**config.mk**
```make
export PLATFORM = sky130hd
export DESIGN_NAME = lcd_ctrl
export DESIGN_NICKNAME = d
export VERILOG_FILES = /design/src/rtl/lcd_pkg.sv /design/src/rtl/lcd_cmd_fifo.sv /design/src/rtl/lcd_ctrl.sv
export SDC_FILE = /design/constraint.sdc
export NUM_CORES = 1
export LEC_CHECK = 0
export ABC_AREA = 1
export CAP_MARGIN = 20
export CORE_MARGIN = 4
export CORE_UTILIZATION = 40
export DETAILED_ROUTE_END_ITERATION = 8
export HOLD_SLACK_MARGIN = 0.06
export PLACE_DENSITY = 0.74
export SYNTH_ARGS = -nofsm -noshare
export SYNTH_HDL_FRONTEND = slang
export SYNTH_SLANG_ARGS = --single-unit
```
**constraint.sdc**
```tcl
create_clock -name i_clk -period 3 [get_ports i_clk]
set_input_delay 0.3 -clock i_clk [delete_from_list [all_inputs] [get_ports i_clk]]
set_output_delay 0.3 -clock i_clk [all_outputs]
set_load 0.02 [all_outputs]
```
**src/rtl/lcd_pkg.sv**
```systemverilog
// lcd_pkg: shared definitions for the HD44780 character-LCD controller.
//   - lcd_state_e : controller FSM states (init states only with LCD_INIT_EN)
//   - status word and store-data bit positions
//   - power-on init command ROM and clear/home opcode classification
// Optional feature macro: LCD_INIT_EN (adds the power-on init sequence).
package lcd_pkg;

    typedef enum logic [2:0] {
        IDLE,
        SETUP,
        EN_HI,
        HOLD,
        EXEC
`ifdef LCD_INIT_EN
        ,
        INIT_WAIT,
        INIT_CMD
`endif
    } lcd_state_e;

    // status word layout
    localparam int STAT_ON_BIT   = 31;
    localparam int STAT_OVF_BIT  = 8;
    localparam int STAT_BUSY_BIT = 4;
    localparam int STAT_CNT_W    = 3;

    // store data layout
    localparam int WD_ON_BIT   = 31;
    localparam int WD_CTRL_BIT = 30;
    localparam int WD_RS_BIT   = 8;

    // commands that need the long execution wait
    localparam logic [7:0] CMD_CLEAR    = 8'h01;
    localparam logic [7:0] CMD_HOME     = 8'h02;
    localparam logic [7:0] CMD_HOME_ALT = 8'h03;

    localparam int INIT_LEN = 4;

    // 8-bit bus, 2 lines; display on; clear; entry mode increment
    function automatic logic [7:0] init_cmd(input logic [1:0] idx);
        case (idx)
            2'd0:    return 8'h38;
            2'd1:    return 8'h0C;
            2'd2:    return 8'h01;
            default: return 8'h06;
        endcase
    endfunction

    function automatic logic is_long_cmd(input logic rs, input logic [7:0] data);
        return !rs && (data == CMD_CLEAR || data == CMD_HOME || data == CMD_HOME_ALT);
    endfunction

    function automatic int max_int(input int a, input int b);
        return (a > b) ? a : b;
    endfunction

endpackage

```
**src/rtl/lcd_cmd_fifo.sv**
```systemverilog
// lcd_cmd_fifo: DEPTH x W synchronous command FIFO with show-ahead read.
// Ports:
//   clk, reset     clock, synchronous active-high reset (empties the FIFO)
//   push, din      write request and data; ignored when full
//   pop, dout      read request; dout shows the head entry while not empty
//   count          occupancy, one bit wider than the pointers
//   full, empty    occupancy flags derived from count
module lcd_cmd_fifo #(
    parameter int DEPTH = 4,
    parameter int W     = 9
) (
    input  logic                     clk,
    input  logic                     reset,
    input  logic                     push,
    input  logic [W-1:0]             din,
    input  logic                     pop,
    output logic [W-1:0]             dout,
    output logic [$clog2(DEPTH):0]   count,
    output logic                     full,
    output logic                     empty
);

    localparam int PW = $clog2(DEPTH);
    localparam int CW = PW + 1;

    logic [W-1:0]  mem [DEPTH];
    logic [PW-1:0] wr_ptr;
    logic [PW-1:0] rd_ptr;
    logic          do_push;
    logic          do_pop;

    assign full    = (count == CW'(DEPTH));
    assign empty   = (count == '0);
    assign do_push = push && !full;
    assign do_pop  = pop && !empty;
    assign dout    = mem[rd_ptr];

    always_ff @(posedge clk) begin
        if (reset) begin
            wr_ptr <= '0;
            rd_ptr <= '0;
            count  <= '0;
        end else begin
            if (do_push) begin
                mem[wr_ptr] <= din;
                wr_ptr      <= wr_ptr + PW'(1);
            end
            if (do_pop) begin
                rd_ptr <= rd_ptr + PW'(1);
            end
            count <= count + CW'(do_push) - CW'(do_pop);
        end
    end

endmodule

```
**src/rtl/lcd_ctrl.sv**
```systemverilog
// lcd_ctrl: memory-mapped HD44780 LCD controller. Register stores are queued
// in a small command FIFO and replayed as timed LCD bus write cycles.
// Ports:
//   i_clk, i_reset  clock, synchronous active-high reset
//   i_wren, i_wdata LCD register store: [31]=ON [30]=CTRL [8]=RS [7:0]=DATA
//   o_status        [31]=ON [8]=OVF [4]=BUSY [2:0]=FIFO count
//   o_lcd_data, o_lcd_rs, o_lcd_rw, o_lcd_en, o_lcd_on   LCD pins
// Optional feature macro: LCD_INIT_EN (power-on wait plus init command
// sequence issued from reset before the FIFO is served).
//
// state     | meaning
// ----------+-------------------------------------------------------------
// INIT_WAIT | power-on delay before the init sequence (LCD_INIT_EN only)
// INIT_CMD  | load next init ROM command onto the pins (LCD_INIT_EN only)
// IDLE      | wait for a FIFO entry; pop it onto the pins
// SETUP     | RS/DATA setup before EN rises
// EN_HI     | EN strobe high
// HOLD      | RS/DATA hold after EN falls
// EXEC      | LCD execution wait (long for clear/home)
module lcd_ctrl
    import lcd_pkg::*;
#(
    parameter int DEPTH       = 4,
    parameter int T_SETUP_CYC = 2,
    parameter int T_EN_CYC    = 12,
    parameter int T_HOLD_CYC  = 2,
    parameter int T_CMD_CYC   = 2000,
    parameter int T_CLR_CYC   = 82000,
    parameter int T_PWR_CYC   = 750000
) (
    input  logic        i_clk,
    input  logic        i_reset,
    input  logic        i_wren,
    input  logic [31:0] i_wdata,
    output logic [31:0] o_status,
    output logic [7:0]  o_lcd_data,
    output logic        o_lcd_rs,
    output logic        o_lcd_rw,
    output logic        o_lcd_en,
    output logic        o_lcd_on
);

    localparam int T_MAX = max_int(max_int(T_PWR_CYC, T_CLR_CYC),
                                   max_int(T_CMD_CYC, max_int(T_EN_CYC,
                                   max_int(T_SETUP_CYC, T_HOLD_CYC))));
    localparam int CNT_W = $clog2(T_MAX + 1);

    lcd_state_e             state_q, state_d;
    logic [CNT_W-1:0]       cnt_q, cnt_d;
    logic                   cnt_zero;
    logic [7:0]             data_q;
    logic                   rs_q;
    logic                   en_q;
    logic                   on_q;
    logic                   ovf_q;
    logic                   pins_load;
    logic [8:0]             pins_d;

    logic                   fifo_push;
    logic                   fifo_pop;
    logic [8:0]             fifo_dout;
    logic [$clog2(DEPTH):0] fifo_count;
    logic                   fifo_full;
    logic                   fifo_empty;

    logic                   wdata_unused;

`ifdef LCD_INIT_EN
    logic [2:0]             init_idx_q, init_idx_d;
`endif

    assign wdata_unused = ^i_wdata[29:9];

    // control-only writes never reach the FIFO
    assign fifo_push = i_wren && !i_wdata[WD_CTRL_BIT];

    lcd_cmd_fifo #(
        .DEPTH (DEPTH),
        .W     (9)
    ) u_fifo (
        .clk   (i_clk),
        .reset (i_reset),
        .push  (fifo_push),
        .din   ({i_wdata[WD_RS_BIT], i_wdata[7:0]}),
        .pop   (fifo_pop),
        .dout  (fifo_dout),
        .count (fifo_count),
        .full  (fifo_full),
        .empty (fifo_empty)
    );

    assign cnt_zero = (cnt_q == '0);

    always_comb begin
        state_d   = state_q;
        cnt_d     = cnt_q;
        fifo_pop  = 1'b0;
        pins_load = 1'b0;
        pins_d    = fifo_dout;
`ifdef LCD_INIT_EN
        init_idx_d = init_idx_q;
`endif
        case (state_q)
`ifdef LCD_INIT_EN
            INIT_WAIT: begin
                if (cnt_zero) state_d = INIT_CMD;
                else          cnt_d   = cnt_q - CNT_W'(1);
            end
            INIT_CMD: begin
                pins_load  = 1'b1;
                pins_d     = {1'b0, init_cmd(init_idx_q[1:0])};
                init_idx_d = init_idx_q + 3'd1;
                cnt_d      = CNT_W'(T_SETUP_CYC - 1);
                state_d    = SETUP;
            end
`endif
            IDLE: begin
                if (!fifo_empty) begin
                    fifo_pop  = 1'b1;
                    pins_load = 1'b1;
                    cnt_d     = CNT_W'(T_SETUP_CYC - 1);
                    state_d   = SETUP;
                end
            end
            SETUP: begin
                if (cnt_zero) begin
                    cnt_d   = CNT_W'(T_EN_CYC - 1);
                    state_d = EN_HI;
                end else begin
                    cnt_d = cnt_q - CNT_W'(1);
                end
            end
            EN_HI: begin
                if (cnt_zero) begin
                    cnt_d   = CNT_W'(T_HOLD_CYC - 1);
                    state_d = HOLD;
                end else begin
                    cnt_d = cnt_q - CNT_W'(1);
                end
            end
            HOLD: begin
                if (cnt_zero) begin
                    cnt_d   = is_long_cmd(rs_q, data_q) ? CNT_W'(T_CLR_CYC - 1)
                                                        : CNT_W'(T_CMD_CYC - 1);
                    state_d = EXEC;
                end else begin
                    cnt_d = cnt_q - CNT_W'(1);
                end
            end
            EXEC: begin
                if (cnt_zero) begin
`ifdef LCD_INIT_EN
                    // remaining ROM entries take priority over the FIFO
                    state_d = (init_idx_q < 3'(INIT_LEN)) ? INIT_CMD : IDLE;
`else
                    state_d = IDLE;
`endif
                end else begin
                    cnt_d = cnt_q - CNT_W'(1);
                end
            end
            default: state_d = IDLE;
        endcase
    end

    always_ff @(posedge i_clk) begin
        if (i_reset) begin
`ifdef LCD_INIT_EN
            state_q    <= INIT_WAIT;
            cnt_q      <= CNT_W'(T_PWR_CYC - 1);
            init_idx_q <= '0;
`else
            state_q    <= IDLE;
            cnt_q      <= '0;
`endif
            data_q     <= '0;
            rs_q       <= 1'b0;
            en_q       <= 1'b0;
            on_q       <= 1'b0;
            ovf_q      <= 1'b0;
        end else begin
            state_q <= state_d;
            cnt_q   <= cnt_d;
`ifdef LCD_INIT_EN
            init_idx_q <= init_idx_d;
`endif
            if (pins_load) begin
                {rs_q, data_q} <= pins_d;
            end
            // registered so EN is a clean strobe exactly spanning EN_HI
            en_q <= (state_d == EN_HI);
            if (i_wren) begin
                on_q <= i_wdata[WD_ON_BIT];
                if (i_wdata[WD_CTRL_BIT]) ovf_q <= 1'b0;
                else if (fifo_full)       ovf_q <= 1'b1;
            end
        end
    end

    always_comb begin
        o_status                 = '0;
        o_status[STAT_ON_BIT]    = on_q;
        o_status[STAT_OVF_BIT]   = ovf_q;
        o_status[STAT_BUSY_BIT]  = (state_q != IDLE) || !fifo_empty;
        o_status[STAT_CNT_W-1:0] = STAT_CNT_W'(fifo_count);
    end

    assign o_lcd_data = data_q;
    assign o_lcd_rs   = rs_q;
    assign o_lcd_rw   = 1'b0;
    assign o_lcd_en   = en_q;
    assign o_lcd_on   = on_q;

endmodule

```
# After elaboration in Yosys (flattened, before gate mapping)
# Memory sizes are Yosys's and may differ from the RTL's. A register that Yosys moved wholly into a read port is not among the register bits.
# Index checks and enable logic that the tools add are counted.
[totals]
regBits = 33
latch_bits = 0
ramBits = 36
rom_bits = 0
output_inout_bits = 44
n_memories = 1
[op_classes]
n_addsub = 5
multipliers = 0
div_mod_pow = 0
n_lt_le_gt_ge = 0
n_eq_ne = 11
n_shift = 0
n_mux = 20
bitwise_logic = 0
reduce_logical = 19
[memory_table]
columns = ["name", "depth", "width", "rd", "rd_clocked_by_memory_dff", "write_ports", "line", "text"]
rows = [
  ["u_fifo.mem", 4, 9, 1, 1, 1, "lcd_cmd_fifo.sv:26", "logic [W-1:0] mem [DEPTH];"],
]
[ops]
columns = ["operator", "count"]
rows = [
  ["$mux W20", 5],
  ["$pmux W20 S5", 1],
  ["$logic_not A20 Y1", 1],
  ["$sub A20 B1 Y20 const B", 1],
  ["$mux W17", 1],
  ["$eq A8 B2 Y1 const B", 2],
  ["$mux W3", 5],
  ["$pmux W3 S5", 1],
  ["$eq A3 B2 Y1 const B", 3],
  ["$eq A8 B1 Y1 const B", 1],
  ["$mux W1", 7],
  ["$eq A3 B3 Y1 const B", 2],
  ["$logic_not A3 Y1", 2],
  ["$reduce_bool A5 Y1", 1],
  ["$add A2 B1 Y2 const B", 2],
  ["$logic_and A1 B1 Y1", 4],
  ["$logic_not A1 Y1", 4],
  ["$ne A2 B2 Y1 const B", 2],
  ["$add A3 B1 Y3", 1],
  ["$eq A3 B1 Y1 const B", 1],
  ["$logic_or A1 B1 Y1", 3],
  ["$reduce_and A3 Y1", 1],
  ["$reduce_bool A3 Y1", 1],
  ["$sub A3 B1 Y3", 1],
  ["2 further kinds", 2],
]

# Longest topological paths before layout
# Gate-level depths: netlist of the first run.
[depth]
word_depth = 7
ltp_mapped = 14
depth_no_buf = 14

# Modules after synthesis
# A second synthesis of the first run with hierarchy kept.
[hier_totals]
cells_unflattened = 494
area_unflattened_um2 = 4141.5
[by_module_without_submodules]
columns = ["mod", "instances", "cells_per_inst", "area_each_um2", "seq_area_each_um2"]
rows = [
  ["lcd_ctrl", 1, 338, 2204.6, 700.7],
  ["lcd_cmd_fifo", 1, 156, 1936.9, 1261.2],
]

# Least setup slack after synthesis of the first run
# OpenSTA, ideal clock, no wires.
[synth_path]
path_type = "register -> register"
start = "register u_fifo.count[1]"
end = "register u_fifo.count[2]"
setup_time_ps = 130
arrival_time_ps = 2308
required_time_ps = 2870
setup_slack_ps = 562
stages_incl_launch_ff = 14
path_cell_list = "dfxtp_1 -> nor2_1 -> nand2_1 -> inv_1 -> nor2_1 -> clkbuf_1 -> ha_1 -> inv_1 -> ha_1 -> inv_1 -> fa_1 -> xor2_1 -> o21ai_0 -> a21oi_1"
[synth_between]
elab_chain_len = 5
elab_cells_between_ends = 10
classes_between = "2 x add/sub; 1 x eq/ne; 2 x mux; 5 x reduce/logical"
[synth_lines]
columns = ["element", "line", "text"]
rows = [
  ["from (decl)", "lcd_cmd_fifo.sv:18", "output logic [$clog2(DEPTH):0] count,"],
  ["from (signal assigned)", "lcd_cmd_fifo.sv:51", "count <= count + CW'(do_push) - CW'(do_pop);"],
  ["$logic_not A3 Y1", "lcd_cmd_fifo.sv:33", "assign empty = (count == '0);"],
  ["$mux W1", "lcd_ctrl.sv:118", "if (!fifo_empty) begin"],
  ["$mux W1", "lcd_ctrl.sv:103", "case (state_q)"],
  ["named net fifo_pop", "lcd_ctrl.sv:60", "logic fifo_pop;"],
  ["$logic_and A1 B1 Y1", "lcd_cmd_fifo.sv:35", "assign do_pop = pop && !empty;"],
  ["$sub A3 B1 Y3", "lcd_cmd_fifo.sv:51", ""],
]
# The timed path passes the listed nets, and every way through them passes these cells.
# A chain may end at the register's enable or synchronous reset.

# Worst setup path after layout of the first run
[layout_path]
start = "register state_q[1]"
end = "output port o_status[4]"
[layout_between]
elab_chain_len = 2
[layout_lines]
columns = ["element", "line", "text"]
rows = [
  ["from (decl)", "lcd_ctrl.sv:48", "lcd_state_e state_q, state_d;"],
  ["from (signal assigned)", "lcd_ctrl.sv:182", "state_q <= state_d;"],
  ["$reduce_bool A3 Y1", "lcd_ctrl.sv:204", "o_status[STAT_BUSY_BIT] = (state_q != IDLE) || !fifo_empty;"],
  ["$logic_or A1 B1 Y1", "lcd_ctrl.sv:204", ""],
  ["to (decl)", "lcd_ctrl.sv:35", "output logic [31:0] o_status,"],
]
# No other way between the ends.

==> impl_metrics.env, run 1 <==
export IMPL_clock_edge_transition_at_the_registers_on_the_reported_setup_and_hold_paths_ns=0.09
export IMPL_placeableCoreArea_um2=9820
export IMPL_swShare=0.456
export IMPL_vias_in_the_first_global_route=3078
export IMPL_final_setup_tns_ns=0
export IMPL_cts_buffer_depth=2
export IMPL_p_leak_uw=0.00194
export IMPL_power_frac_seq=0.313
export IMPL_reg2reg_slack_ns=0.76
export IMPL_drt_wirelength_per_cell_um=12.6
export IMPL_timing_critical_path_required_ns=2.70
export IMPL_layout_filler_cells=960
export IMPL_min_path_cells=2
export IMPL_synth_ff_type="dfxtp_1"
export IMPL_max_slew_worst_pin_slew_ns=0.504
export IMPL_r2r_cells=11
export IMPL_max_cap_viol_count=0
export IMPL_postSynthRegisterBits=78
export IMPL_detailroute_via_count=3227
export IMPL_die_height_um=109
export IMPL_remaining_drc_errors=0
export IMPL_period_needed_ns=2.34
export IMPL_cts_inserted_buffers=9
export IMPL_vdd_ir_drop_max_v=0.000461
export IMPL_final_setup_viol_count=0
export IMPL_power_share_clock=0.180
export IMPL_route_detailed_vias_per_inst=4.78
export IMPL_dp_cells=659
export IMPL_grt_setup_unrepaired="false"
export IMPL_grt_ovfl_total=0
export IMPL_drive_gt1_frac=0.0812
export IMPL_clock_skew_final_ns=0.00942
export IMPL_minimum_setup_slack_in_the_final_design_ns=0.662
export IMPL_first_pass_grt_wire_length_um=14000
export IMPL_max_freq_mhz=428
export IMPL_worst_r2r_startpoint="state_q[1]"
export IMPL_hold_path_end="ovf_q"
export IMPL_power_density_nw_per_um2=990
export IMPL_max_slew_violation_count=0
export IMPL_syn_instance_count=505
export IMPL_power_report_internal_total_uw=2480
export IMPL_chipWidth_um=109
export IMPL_totalWireLength_um=8490
export IMPL_gp_congestion=0.855
export IMPL_final_net_count=580
export IMPL_final_hold_fails=0
export IMPL_number_of_h_tree_levels=3
export IMPL_critical_path_reg2reg_endpoint="u_fifo.count[2]"
export IMPL_synth_largest_area_cell="edfxtp_1"
export IMPL_post_cts_setup_buffers=0
export IMPL_diodes=0
export IMPL_hold_start="ovf_q"
export IMPL_drt_pass1_iter_count=4
export IMPL_critical_path_endpoint_category="output port"
export IMPL_cell_rows=36
export IMPL_synthDistinctLibCells=39
export IMPL_ys_warn_count=0
export IMPL_critPathArrivalTime_ns=2.04
export IMPL_number_of_antenna_violations_at_the_first_check_in_global_routing=0
export IMPL_largest_fanout_on_the_critical_path=5
export IMPL_final_cells=675
export IMPL_detailed_place_hpwl_um=5910
export IMPL_critPathLaunchType="register"
export IMPL_timing_worst_setup_path_type="reg2out"
export IMPL_run_status="finished clean"
export IMPL_postCtsResizedCells=0
export IMPL_async_flop_share=0
export IMPL_post_layout_total_power_uw=4550
export IMPL_synthTopCellsByArea="edfxtp_1, dfxtp_1, nand2_1, nor2_1, buf_4"
export IMPL_grt_max_degree=21
export IMPL_portBuffers=30
export IMPL_clock_tree_root_cell="clkbuf_8"
export IMPL_synth_yosys_seq_area_share=0.474
export IMPL_clk_latency_ns=0.35
export IMPL_cts_hold_buf=0
export IMPL_synth_top_cells_by_count="nand2_1, nor2_1, inv_1"
export IMPL_drt_iter0_drc=155
export IMPL_synthMostInstantiatedCell="nand2_1"
export IMPL_slew_headroom=0.664
export IMPL_synth_area_um2=4060
export IMPL_syn_to_final_growth_pct=13.3
export IMPL_switchingPower_uw=2080
export IMPL_fp_dieArea_um2=11800
export IMPL_synth_top_area_share=0.266
export IMPL_post_synth_cell_area_avg_um2=8.03
export IMPL_floorplan_initialDensity=0.413
export IMPL_layout_cell_area_non_filler_um2=4600
export IMPL_hold_class="reg2reg"
export IMPL_io_pin_count=79
export IMPL_logic_pwr_share=0.507
export IMPL_placement_cell_area_um2=4390
export IMPL_final_min_period_over_clock_period=0.779
export IMPL_cts_sink_count=78
export IMPL_cts_tree="built"
export IMPL_final_antenna_net_count=0
export IMPL_preCtsSetupSlack_ns=0.550
export IMPL_grt_total_usage=0.150
export IMPL_synth_enable_flop_cells=36
registers in the layout, indices dropped and copies added, names as in the netlist:
name           count
cnt_q             20
o_lcd_data         8
o_lcd_en           1
o_lcd_on           1
o_lcd_rs           1
ovf_q              1
state_q            3
u_fifo.count       3
u_fifo.mem        36
u_fifo.rd_ptr      2
u_fifo.wr_ptr      2
stage by stage:
stage,hold slack [ns],utilization
after detailed placement,0.467,0.448
after global placement,0.456,0.448
after CTS,0.481,0.468
after global routing,0.511,0.468
after floorplan,0.399,-
final,0.476,0.468
final cells by class:
class | count | area, um2 | area share
flip-flops and latches | 78 | 1920 | 0.418
multi-input cells | 355 | 1740 | 0.378
repair buffers | 38 | 360 | 0.0784
inverters | 55 | 209 | 0.0454
well taps | 133 | 166 | 0.0362
clock buffers | 9 | 124 | 0.0269
clock inverters | 7 | 80.1 | 0.0174
cell families after synthesis:
logic type                 share of synthesized area
other                                       0.000924
adders and majority gates                     0.0265
buffers and inverters                          0.122
AOI/OAI and AO/OA                              0.100
xor gates and xnor gates                     0.00648
and+or+nand+nor                                0.270
DFF                                            0.474
routing by layer:
layer	GRT usage	part of all wire
met2	0.270	0.50
met3	0.0337	0.054
met1	0.174	0.43
met5	0	0
met4	0.0559	0.015
worst max-delay path: stages (launching register included):
cell and delay (ns):
dfxtp_1 0.36, nor2_1 0.24, nand2_1 0.12, nor2_1 0.33
inv_1 0.09, clkdlybuf4s50_1 0.55
layout by cell type (no fill, tap or decap), types with 2 or more instances in the layout:
cell type | Yosys | final
xor2_1 | 2 | 2
o211ai_1 | 3 | 3
clkdlybuf4s50_1 | 0 | 30
nand4_1 | 6 | 6
o21ai_0 | 37 | 37
buf_4 | 29 | 8
edfxtp_1 | 36 | 36
nor2_4 | 4 | 4
o21bai_1 | 2 | 2
a31oi_1 | 9 | 9
dfxtp_1 | 42 | 42
nand2_2 | 6 | 6
nor3_1 | 9 | 9
inv_6 | 0 | 3
inv_2 | 2 | 2
a21oi_1 | 19 | 19
clkbuf_8 | 0 | 9
nand3_1 | 20 | 20
nand2_4 | 2 | 2
nor2_8 | 2 | 2
conb_1 | 1 | 27
nor2_1 | 91 | 91
ha_1 | 7 | 7
nand3b_1 | 2 | 2
inv_1 | 52 | 52
nand2_1 | 96 | 96
power by group through the flow:
stage	logic [uW]	clock network (uW)	registers, uW
after floorplan	1750	0	1480
after global placement	2230	0	1440
after detailed placement	2290	0	1440
after CTS	2310	841	1420
after global routing	2620	892	1450
final	2310	818	1420
worst max-delay path by stage:
stage / from / end / slack (ns) / cells past startpoint
after floorplan: u_fifo.count[1] / u_fifo.count[2] / 0.56 / 13
after global placement: i_wren / u_fifo.count[2] / 0.65 / 9
after detailed placement: i_wren / u_fifo.count[2] / 0.55 / 9
after CTS: state_q[1] / o_status[4] / 0.65 / 5
after global routing: state_q[1] / o_status[4] / 0.53 / 5
final: state_q[1] / o_status[4] / 0.66 / 5
Power figures use the tool's default switching activity.
==> run 2: changes to the inputs <==
PLACE_DENSITY = 0.77   (was 0.74)
clock period = 2 ns   (was 3 ns; I/O delays follow)
==> run 2 against run 1 <==
Clock power is 47% higher. Sequential power is 49% higher. First-iteration DRC count is 15% higher. Register-to-register slack worse by 0.67 ns. Global-route usage is 0.12 points lower. Wire length is 0.57% higher. Combinational power is 65% higher. Worst setup slack worse by 0.57 ns. Largest cell class unchanged. Largest power group unchanged. Highest routed layer unchanged.
==> impl_metrics.env, run 2 (synthesis results as in run 1) <==
export IMPL_cp_slowest_cell="dfxtp_4"
export IMPL_grt_max_degree=21
export IMPL_fin_hold_ws_ns=0.446
export IMPL_timing_worst_setup_path_type="reg2reg"
export IMPL_final_net_count=595
export IMPL_cts_inserted_buffers=9
export IMPL_detailed_place_hpwl_um=6110
export IMPL_hold_start="u_fifo.count[2]"
export IMPL_power_density_nw_per_um2=1490
export IMPL_die_height_um=109
export IMPL_wirelength_met1_um=3570
export IMPL_fp_dieArea_um2=11800
export IMPL_number_of_antenna_violations_at_the_first_check_in_global_routing=0
export IMPL_layout_cell_area_non_filler_um2=4790
export IMPL_largest_fanout_on_the_critical_path=4
export IMPL_clock_skew_final_ns=0.00947
export IMPL_floorplan_initialDensity=0.413
export IMPL_drive_gt1_frac=0.136
export IMPL_worst_r2r_startpoint="state_q[1]"
export IMPL_critical_path_reg2reg_endpoint="u_fifo.count[2]"
export IMPL_route_detailed_vias_per_inst=4.77
export IMPL_biggest_cell_delay_along_the_critical_path_ns=0.37
export IMPL_run_status="finished clean"
export IMPL_maxUsedRoutingLayer="met4"
export IMPL_diodes=0
export IMPL_post_route_util=0.488
export IMPL_timing_critical_path_max_delay_family="adder cells"
export IMPL_max_slew_violation_count=0
export IMPL_critPathLaunchType="register"
export IMPL_chipWidth_um=109
export IMPL_swShare=0.450
export IMPL_power_share_clock=0.168
export IMPL_grt_ovfl_total=0
export IMPL_final_setup_viol_count=0
export IMPL_portBuffers=30
export IMPL_flip_flop_count_of_the_largest_register_all_copies_and_words_added=36
export IMPL_mostFrequentLayoutCells="nand2_1, nor2_1, inv_1"
export IMPL_hold_class="reg2reg"
export IMPL_detailroute_via_count=3289
export IMPL_syn_to_final_growth_pct=18.0
export IMPL_switchingPower_uw=3210
export IMPL_max_cap_viol_count=0
export IMPL_drt_pass1_iter_count=4
export IMPL_crit_cells=11
export IMPL_number_of_h_tree_levels=3
export IMPL_cts_sink_count=78
export IMPL_path_cells="nor2_4 > nand2_2 > nor2_4 > ha_4 > inv_2 > ha_4 > inv_2 > fa_2 > xor2_2 > o21ai_1 > a21oi_1"
export IMPL_placeableCoreArea_um2=9820
export IMPL_r2r_cells=11
export IMPL_period_needed_ns=1.91
export IMPL_clock_tree_root_cell="clkbuf_8"
export IMPL_critPathArrivalTime_ns=2.15
export IMPL_routed_wl_met3_um=481
export IMPL_hold_path_end="u_fifo.count[2]"
export IMPL_first_pass_grt_wire_length_um=13900
export IMPL_final_antenna_net_count=0
export IMPL_final_hold_fails=0
export IMPL_preCtsSetupSlack_ns=-0.0491
export IMPL_power_frac_seq=0.298
export IMPL_logic_pwr_share=0.535
export IMPL_vias_in_the_first_global_route=3064
export IMPL_timing_critical_path_required_ns=2.24
export IMPL_power_report_internal_total_uw=3920
export IMPL_totalWireLength_um=8540
export IMPL_drt_wirelength_per_cell_um=12.4
export IMPL_final_min_period_over_clock_period=0.953
export IMPL_minimum_setup_slack_in_the_final_design_ns=0.0943
export IMPL_cell_rows=36
export IMPL_post_layout_total_power_uw=7130
export IMPL_remaining_drc_errors=0
export IMPL_wl_met2_um=4430
export IMPL_max_flop_register="u_fifo.mem"
export IMPL_clk_latency_ns=0.35
export IMPL_vdd_ir_drop_max_v=0.000780
export IMPL_gp_congestion=0.840
export IMPL_max_freq_mhz=525
export IMPL_p_leak_uw=0.00202
export IMPL_grt_total_usage=0.149
export IMPL_io_pin_count=79
export IMPL_reg2reg_slack_ns=0.09
export IMPL_worstSetupStartpoint="state_q[1]"
export IMPL_critical_path_endpoint_category="register"
export IMPL_placement_cell_area_um2=4530
export IMPL_drt_iter0_drc=179
export IMPL_cts_tree="built"
export IMPL_mostFrequentLayoutCell="nand2_1"
export IMPL_clock_edge_transition_at_the_registers_on_the_reported_setup_and_hold_paths_ns=0.08
export IMPL_crit_buf_inv=2
export IMPL_min_path_cells=1
export IMPL_cts_buffer_depth=2
==> run 2: through the flow <==
step	cells	TNS, ns
after detailed placement	671	-0.0491
after floorplan	531	-0.0177
after global placement	671	-0.0280
after CTS	687	0
after global routing	690	-0.00987
final	690	0
==> run 2: worst max-delay path by stage <==
stage	end	slack, ns
floorplan	u_fifo.count[2]	-0.02
global placement	u_fifo.count[2]	-0.03
detailed placement	u_fifo.count[2]	-0.05
CTS	o_status[4]	0.01
global route	u_fifo.count[2]	-0.01
finish	u_fifo.count[2]	0.09
==> run 2: timing repair <==
action,4_1_cts,5_1_grt
resized for setup,0,9
setup endpoints to repair,0,3
hold endpoints to repair,0,0
buffers inserted,0,3
hold buffers,0,0
==> run 2: routing by layer <==
metal	vias up	GRT usage
met1	1518	0.172
li1	1673	-
met5	-	0
met2	92	0.271
met4	0	0.0505
met3	6	0.0326
==> run 2: layout make-up <==
class / count / area, um2
clock buffers: 9 / 124
fillers: 945 / 5030
clock inverters: 7 / 80.1
well taps: 133 / 166
repair buffers: 53 / 473
multi-input cells: 355 / 1800
inverters: 55 / 209
flip-flops and latches: 78 / 1940
==> run 2: power groups by stage <==
stage,registers [uW],logic [uW],clock network (uW)
3_5_place_dp,2150,3680,0
4_1_cts,2120,3690,1230
3_3_place_gp,2150,3550,0
2_1_floorplan,2230,2720,0
6_report,2120,3810,1200
5_1_grt,2150,4300,1310
==> run 3: changes to the inputs <==
ABC_AREA = unset   (was 1)
PLACE_DENSITY = 0.78   (was 0.77)
==> run 3 against run 2 <==
Combinational power grew 52%. Area after synthesis shrank 7.4%. The flow now finishes with violations (negative setup slack). Register-to-register slack lost 0.59 ns. Worst hold slack gained 0.0068 ns. Sequential power grew 3%. Synthesized cell count shrank 30%. Sequential share of layout area shrank 3.4 points. Global-route usage grew 1.4 points.
==> impl_metrics.env, run 3 <==
export IMPL_io_pin_count=79
export IMPL_critPathArrivalTime_ns=2.79
export IMPL_fp_dieArea_um2=11000
export IMPL_period_needed_ns=2.50
export IMPL_synth_mux_area_fraction=0.0619
export IMPL_synth_area_um2=3760
export IMPL_synth_top_cells_by_count="dfxtp_1, edfxtp_1, nand2_1"
export IMPL_final_hold_fails=0
export IMPL_detailroute_via_count=2964
export IMPL_remaining_drc_errors=0
export IMPL_syn_instance_count=352
export IMPL_critical_path_endpoint_category="register"
export IMPL_die_height_um=105
export IMPL_mostFrequentLayoutCell="buf_4"
export IMPL_cts_buffer_depth=2
export IMPL_max_flop_register="u_fifo.mem"
export IMPL_postSynthRegisterBits=78
export IMPL_drt_wirelength_per_cell_um=16.5
export IMPL_cts_hold_buf=0
export IMPL_floorplan_initialDensity=0.409
export IMPL_synth_top_area_share=0.288
export IMPL_timing_worst_setup_path_type="reg2reg"
export IMPL_post_synth_cell_area_avg_um2=10.7
export IMPL_max_cap_viol_count=0
export IMPL_synth_yosys_seq_area_share=0.511
export IMPL_gp_congestion=0.981
export IMPL_worstSetupStartpoint="cnt_q[0]"
export IMPL_chipWidth_um=105
export IMPL_grt_max_degree=28
export IMPL_critical_path_reg2reg_endpoint="cnt_q[14]"
export IMPL_synth_enable_flop_cells=36
export IMPL_placeableCoreArea_um2=9200
export IMPL_vias_in_the_first_global_route=2923
export IMPL_wl_met2_um=5130
export IMPL_syn_to_final_growth_pct=39.1
export IMPL_portBuffers=30
export IMPL_final_setup_viol_count=25
export IMPL_vdd_ir_drop_max_v=0.000907
export IMPL_max_freq_mhz=400
export IMPL_timing_critical_path_required_ns=2.29
export IMPL_totalWireLength_um=9350
export IMPL_grt_setup_unrepaired="true"
export IMPL_synthDistinctLibCells=53
export IMPL_final_setup_tns_ns=-9.20
export IMPL_number_of_antenna_violations_at_the_first_check_in_global_routing=0
export IMPL_synth_adder_area_share=0.0286
export IMPL_mostFrequentLayoutCells="buf_4, edfxtp_1, dfxtp_1"
export IMPL_synth_compound_area_share=0.119
export IMPL_clock_edge_transition_at_the_registers_on_the_reported_setup_and_hold_paths_ns=0.09
export IMPL_grt_total_usage=0.163
export IMPL_r2r_cells=8
export IMPL_drive_gt1_frac=0.365
export IMPL_synth_top_family_by_area="simple AND/OR/NAND/NOR gates"
export IMPL_power_density_nw_per_um2=1760
export IMPL_synth_simple_gate_area_share=0.148
export IMPL_max_slew_worst_pin_slew_ns=0.498
export IMPL_async_flop_share=0
export IMPL_diodes=0
export IMPL_max_slew_violation_count=0
export IMPL_cts_inserted_buffers=9
export IMPL_flip_flop_count_of_the_largest_register_all_copies_and_words_added=36
export IMPL_synthMostInstantiatedCell="dfxtp_1"
export IMPL_wirelength_met1_um=3520
export IMPL_violations="negative setup slack"
export IMPL_synth_ff_type="dfxtp_1"
export IMPL_synth_largest_area_cell="edfxtp_1"
export IMPL_synth_xor_area_frac=0.0396
export IMPL_grt_ovfl_total=0
export IMPL_run_status="finished, violations left"
export IMPL_minimum_setup_slack_in_the_final_design_ns=-0.498
export IMPL_final_antenna_net_count=0
export IMPL_cts_sink_count=78
export IMPL_critPathLaunchType="register"
export IMPL_cts_tree="built"
export IMPL_final_net_count=493
export IMPL_largest_fanout_on_the_critical_path=2
export IMPL_last_element_of_the_critical_path="cnt_q[14]"
export IMPL_drt_pass1_iter_count=4
export IMPL_cell_rows=35
export IMPL_clk_latency_ns=0.36
export IMPL_first_pass_grt_wire_length_um=14200
export IMPL_detailed_place_hpwl_um=6180
export IMPL_p_leak_uw=0.00201
export IMPL_hold_class="in2reg"
export IMPL_post_route_util=0.568
export IMPL_slew_headroom=0.665
export IMPL_maxUsedRoutingLayer="met4"
export IMPL_ys_warn_count=0
export IMPL_clock_tree_root_cell="clkbuf_8"
export IMPL_worst_r2r_startpoint="cnt_q[0]"
export IMPL_preCtsSetupSlack_ns=-0.492
export IMPL_clock_skew_final_ns=0.0113
export IMPL_number_of_h_tree_levels=3
export IMPL_reg2reg_slack_ns=-0.50
export IMPL_drt_iter0_drc=160
export IMPL_synthTopCellsByArea="edfxtp_1, dfxtp_1, buf_4, mux4_2, a21oi_1"
export IMPL_final_min_period_over_clock_period=1.25
export IMPL_route_detailed_vias_per_inst=5.24
export IMPL_routed_wl_met3_um=407
==> run 3: changes by cell type in the layout (fill, tap and decap cells not counted), sizes merged, moves of 8 or more <==
cell	previous run	this run
nand3	21	3
buf	23	77
o21ai	37	10
inv	58	17
or4	0	8
mux4	0	9
nand2	105	30
nor2	97	26
nor4	0	9
==> run 3: worst min-delay path by stage <==
stage                        startpoint            end  slack, ns  cells past startpoint
final                       i_wdata[30]          ovf_q       0.45                      2
after global routing        i_wdata[30]          ovf_q       0.43                      2
after CTS                   i_wdata[30]          ovf_q       0.42                      2
after detailed placement  o_lcd_data[0]  o_lcd_data[0]       0.46                      2
after global placement    o_lcd_data[0]  o_lcd_data[0]       0.46                      2
after floorplan                  i_wren          ovf_q       0.30                      1
==> run 3: cells by family (layout without fill, tap and decap cells) <==
| group | Yosys count | after routing |
|---|---|---|
| other | 1 | 27 |
| multiplexers | 12 | 12 |
| buffers and inverters | 60 | 137 |
| AO/OA/AOI/OAI | 68 | 68 |
| flip-flops | 78 | 78 |
| AND/OR/NAND/NOR | 108 | 108 |
| adder cells (fa/ha/maj) | 8 | 8 |
| XOR/XNOR | 17 | 17 |
==> run 3: critical path, cell delays in order (launching register included) <==
cell	delay, ns
dfxtp_2	0.34
inv_2	0.08
ha_4	0.13
or4b_4	0.46
or4_4	0.43
or4_4	0.47
xnor2_4	0.24
o2111ai_2	0.14
a31oi_1	0.14
==> run 3: what timing repair did <==
item                       CTS  global route
resized for setup           38            42
setup endpoints to repair   26            26
setup buffers                5             6
pin swaps                   16            27
==> run 3: where the power goes <==
part / total, uW / internal [uW] / leakage [uW] / switching, uW
Sequential: 2180 / 1970 / 0.000671 / 214
Combinational: 5800 / 2830 / 0.00123 / 2970
Clock: 1210 / 592 / 0.000105 / 622
Total: 9190 / 5390 / 0.00201 / 3800
==> run 3: metrics by stage <==
step / instance area [um2] / cells / hold slack, ns / power, uW
after CTS: 5020 / 561 / 0.421 / 8490
after global routing: 5230 / 566 / 0.435 / 9700
final: 5230 / 566 / 0.453 / 9190
after floorplan: 3930 / 378 / 0.296 / 4960
after global placement: 4620 / 540 / 0.456 / 6470
after detailed placement: 4620 / 540 / 0.457 / 6620
==> run 3: metal layers <==
| metal | vias to the layer above | global-route usage |
|---|---|---|
| li1 | 1415 | - |
| met1 | 1436 | 0.182 |
| met2 | 92 | 0.288 |
| met3 | 21 | 0.0383 |
| met4 | 0 | 0.0815 |
| met5 | - | 0 |
==> run 3: cell type report <==
class                           instances  area [um2]
Clock buffer                            9         124
Clock inverter                          7        78.8
Tap cell                              111         139
Multi-Input combinational cell        240        1910
Inverter                               14        55.1
Fill cell                             731        3970
Timing Repair Buffer                  107         981
Sequential cell                        78        1940
